`src/rtl/fifo_wptr_ctrl.sv`:
```
// Purpose: write-side pointer/flag controller of a dual-clock FIFO (wclk domain): RAM write port, Gray wptr export, full/almost-full/level/overflow.
// Latency: RAM write registered 1 cycle after accept; wptr 2 cycles after accept; flags/level registered, reflecting the same edge's accept and wq2_rptr.
// Backpressure: wfull blocks accepts; writes attempted while full are dropped and set the sticky wovf flag.
module fifo_wptr_ctrl #(
    parameter int AW = 4,
    parameter int DW = 8
) (
    input  logic          wclk,
    input  logic          wrst,
    input  logic          wen,
    input  logic [DW-1:0] wdata,
    input  logic [AW:0]   wq2_rptr,
    input  logic [AW:0]   afull_thresh,
    input  logic          ovf_clr,
    output logic [AW-1:0] mem_waddr,
    output logic [DW-1:0] mem_wdata,
    output logic          mem_wen,
    output logic [AW:0]   wptr,
    output logic          wfull,
    output logic          wafull,
    output logic [AW:0]   wlevel,
    output logic          wovf
);

    // Pointer state: binary count, its Gray image, and the export stage.
    logic [AW:0]   wbin_q, wbin_d;
    logic [AW:0]   gray_q, gray_d;
    logic [AW:0]   wptr_q;

    // Registered RAM write port.
    logic          mem_wen_q;
    logic [AW-1:0] mem_waddr_q;
    logic [DW-1:0] mem_wdata_q;

    // Registered status flags.
    logic          wfull_q, wfull_d;
    logic          wafull_q, wafull_d;
    logic [AW:0]   wlevel_q, wlevel_d;
    logic          wovf_q, wovf_d;

    // Combinational helpers.
    logic          acc;
    logic [AW:0]   rbin;
    logic [AW:0]   full_cmp;

    // Accept decision and next pointer values (binary and Gray).
    always_comb begin
        acc    = wen & ~wfull_q;
        wbin_d = wbin_q + {{AW{1'b0}}, acc};
        gray_d = (wbin_d >> 1) ^ wbin_d;
    end

    // Synchronised read pointer from Gray back to binary: each bit is the XOR of itself and all higher bits.
    always_comb begin
        rbin     = '0;
        rbin[AW] = wq2_rptr[AW];
        for (int i = AW - 1; i >= 0; i--) begin
            rbin[i] = rbin[i+1] ^ wq2_rptr[i];
        end
    end

    // Next-state flags: full when the next Gray write pointer is one lap ahead of the read pointer.
    always_comb begin
        full_cmp = {~wq2_rptr[AW:AW-1], wq2_rptr[AW-2:0]};
        wfull_d  = (gray_d == full_cmp);
        wlevel_d = wbin_d - rbin;
        wafull_d = (wlevel_d >= afull_thresh);
        wovf_d   = wovf_q;
        if (wen & wfull_q) begin
            wovf_d = 1'b1;
        end else if (ovf_clr) begin
            wovf_d = 1'b0;
        end
    end

    // Pointer registers; wptr lags the internal Gray pointer by one stage so it moves after the RAM write lands.
    always_ff @(posedge wclk) begin
        if (wrst) begin
            wbin_q <= '0;
            gray_q <= '0;
            wptr_q <= '0;
        end else begin
            wbin_q <= wbin_d;
            gray_q <= gray_d;
            wptr_q <= gray_q;
        end
    end

    // RAM write port: enable pulses per accept, address/data hold their last written values otherwise.
    always_ff @(posedge wclk) begin
        if (wrst) begin
            mem_wen_q   <= 1'b0;
            mem_waddr_q <= '0;
            mem_wdata_q <= '0;
        end else begin
            mem_wen_q <= acc;
            if (acc) begin
                mem_waddr_q <= wbin_q[AW-1:0];
                mem_wdata_q <= wdata;
            end
        end
    end

    // Status flags: full, almost-full, level and sticky overflow all update on the same edge.
    always_ff @(posedge wclk) begin
        if (wrst) begin
            wfull_q  <= 1'b0;
            wafull_q <= 1'b0;
            wlevel_q <= '0;
            wovf_q   <= 1'b0;
        end else begin
            wfull_q  <= wfull_d;
            wafull_q <= wafull_d;
            wlevel_q <= wlevel_d;
            wovf_q   <= wovf_d;
        end
    end

    assign mem_wen   = mem_wen_q;
    assign mem_waddr = mem_waddr_q;
    assign mem_wdata = mem_wdata_q;
    assign wptr      = wptr_q;
    assign wfull     = wfull_q;
    assign wafull    = wafull_q;
    assign wlevel    = wlevel_q;
    assign wovf      = wovf_q;

endmodule
```
`config.mk`:
```
export PLATFORM = sky130hd
export DESIGN_NAME = fifo_wptr_ctrl
export DESIGN_NICKNAME = d
export VERILOG_FILES = /design/src/rtl/fifo_wptr_ctrl.sv
export SDC_FILE = /design/constraint.sdc
export NUM_CORES = 1
export LEC_CHECK = 0
export CAP_MARGIN = 10
export CORE_MARGIN = 2
export CORE_UTILIZATION = 40
export DETAILED_ROUTE_END_ITERATION = 10
export PLACE_DENSITY = 0.71
export SLEW_MARGIN = 40
export SYNTH_ARGS = -nofsm -noshare
export SYNTH_HDL_FRONTEND = slang
export SYNTH_SLANG_ARGS = --single-unit
```
`constraint.sdc`:
```
create_clock -name wclk -period 5.2 [get_ports wclk]
set_input_delay 1.56 -clock wclk [delete_from_list [all_inputs] [get_ports wclk]]
set_output_delay 1.56 -clock wclk [all_outputs]
set_load 0.02 [all_outputs]
```
==> summary.txt <==
Timing
  • Final max-slew violation count: 0
  • Setup ws final: 0.980 ns
  • RSZ-0062 raised after global routing: no
  • Minimum clock period: 4.22 ns
  • Setup TNS: 0 ns
  • Slew headroom: 0.682
  • Setup Viol. Count Final: 0
  • Endpoints failing hold: 0
  • Clk_skew: 0.00548 ns
  • Worst-Margin Slew: 0.475 ns
  • Crit share post-route: 0.812
  • Fmax: 237 MHz

Setup path
  • Critical-path maximum fanout: 3
  • Origin of the worst setup path: wq2_rptr[4]
  • Reg-to-reg slack, setup: 2.41 ns
  • CP Capture Type: flop
  • CP required: 5.40 ns
  • CP Data Arrival Time: 4.42 ns
  • RR Startpoint: wfull
  • Critical Path Start Type: primary input
  • Crit Path Class: primary input to flop

Outcome
  • Status: completed

Yosys
  • FFs w/ async S/R, synth: 0
  • Synth warn: 0
  • Number of synthesized flops with an enable pin: 0
  • Yosys top cell area share: 0.469
  • Main flop type after synthesis: dfxtp_1
  • Post-synthesis sequential area ratio: 0.469
  • Cell taking the most area after synthesis: dfxtp_1
  • Synthesized area: 0.00150 mm2
  • Synth Register Bits: 35
  • Area contributors post-synth: dfxtp_1 (47%), ha_1 (9.2%), nand2_1 (6.5%)
  • Synth cell types: 22
  • Top cells by count, synth: dfxtp_1 (35), nand2_1 (26), a21oi_1 (17), nor2_1 (15)
  • Synth Instances: 165
  • Count leader, synth: dfxtp_1
  • Average cell area after synthesis: 9.06 um2
  • Syn Nets: 199

Route
  • Initial DRT Pass Iterations: 4
  • Final ANT Viol Nets: 0
  • Routed WL: 2660 um
  • Drt wl/cell: 10.1 um
  • Vias post-DR: 1163
  • Drt drc: 0
  • DR vias/cell: 4.41
  • DRT iter0 DRCs: 51

Finish
  • Final Util: 0.578
  • Share of layout cells above drive strength 1: 0.0602
  • Fillers: 358
  • Area of the multi-input gates: 727 um2
  • N_diodes: 0
  • Fin area: 0.00210 mm2
  • Nets: 249
  • FF+latch area: 701 um2
  • Syn-to-layout area delta: 40.4%

Clock tree
  • Hold_buf cts: 0
  • # resized after CTS: 0
  • Setup Fix Bufs, Post-CTS: 0
  • Max clock buf depth: 2
  • Worst-path clk slew: 0.07 ns
  • Num CTS Buffers: 5
  • Clock Sinks: 35
  • H-tree depth: 2
  • CTS tree: yes
  • Root Driver: clkbuf_8
  • Worst-Skew Late Latency: 0.28 ns

Placement
  • Post-DP HPWL: 1890 um
  • Dpl cell area: 0.00202 mm2
  • Place WS: 0.656 ns
  • GPL Wtd Cong: 0.750
  • Port bufs: 47

Floorplan
  • Initial core utilization: 0.412
  • Ports: 48
  • Die H: 65.1 um
  • Core footprint: 0.00363 mm2
  • Die X-Extent: 65.1 um
  • Die ar.: 0.00424 mm2
  • Row count: 22

Global route
  • First-pass GRT wire length: 4430 um
  • M1 GR Usage: 0.151
  • Initial antenna violation count: 0
  • Grt met3 use: 0.0531
  • GRT Max-Usage Layer: met2
  • Total routing usage reported by global routing: 0.140
  • Met2 Use GR: 0.232
  • GRT overflow: 0
  • Largest net degree at the start of global routing: 36
  • Vias in the first global route: 1064

Min path
  • Min-delay worst type: flop to flop
  • Hold Startpoint: gray_q[2]

Flow run
  • Max cap viols: 0

Power and ir drop
  • Peak supply drop: 0.000173 V
  • Static Leak: 0.868 nW
  • PwrDens: 319 mW/mm2
==> layout by cell type, fill, tap and decap left out <==
cell,count
ha_1,11
xnor2_1,10
buf_4,2
nor2b_1,10
xor2_2,2
a21o_1,2
fa_1,1
xor2_1,6
a211oi_1,1
clkbuf_1,2
inv_1,11
or3_1,1
nand3_1,3
and2_2,1
clkinv_2,1
dfxtp_1,35
o21ai_0,1
clkbuf_8,5
nor2_1,15
a2111oi_2,1
inv_2,1
clkdlybuf4s50_1,47
a21oi_1,17
nand2_1,26
nor3_1,1
nand2b_1,3
==> worst max-delay path: stages <==
cell,delay [ns]
clkdlybuf4s50_1,0.45
xnor2_1,0.27
xor2_1,0.24
xor2_1,0.30
xnor2_1,0.10
ha_1,0.21
fa_1,0.40
inv_1,0.07
a21o_1,0.10
a21oi_1,0.07
xnor2_1,0.14
ha_1,0.29
nor2_1,0.04
a211oi_1,0.19
==> cell type report <==
class,count,area share
multi-input cells,112,0.346
well taps,48,0.0286
clock buffers,7,0.0364
flip-flops and latches,35,0.334
inverters,12,0.0215
clock inverters,1,0.00238
repair buffers,49,0.231
==> registers in the layout, indices dropped and copies added (netlist names) <==
name	cells
gray_q	4
mem_waddr	4
mem_wdata	8
mem_wen	1
wafull	1
wbin_q	5
wfull	1
wlevel	5
wovf	1
wptr	5
==> power breakdown <==
group,internal [W],switching (W),total (W)
clock network,0.0000938,0.0000894,0.000183
logic,0.0000970,0.0000912,0.000188
registers,0.000290,0.00000716,0.000297
total,0.000481,0.000188,0.000669
==> worst paths after layout <==
path | cells past startpoint | to
min reg2reg | 1 | wptr[2]
min | 1 | wptr[2]
max | 14 | wafull
max reg2reg | 12 | wafull
==> metrics by stage <==
step,std cells,total power [W],hold slack [ns]
finish,264,0.000669,0.438
detailed placement,256,0.000493,0.431
CTS,264,0.000678,0.446
floorplan,165,0.000423,0.414
global route,264,0.000713,0.457
global placement,256,0.000492,0.420
==> kinds of logic (layout without fill, tap and decap cells) <==
kind of cell    Yosys count  in the layout  synth area share
fa+ha+maj                12             12             0.105
xor+xnor                 18             18             0.115
buf+inv                  18             69            0.0452
compound gates           22             22            0.0853
simple gates             60             60             0.180
flops                    35             35             0.469
==> routing by layer <==
layer  routed length (um)  part of all wire  vias up
met5                    0                 0        -
met1                 1220              0.46      507
li1                     -                 -      618
met4                   70             0.026        0
met3                  170             0.064        4
met2                 1200              0.45       34
(Power assumes the default switching activity.)
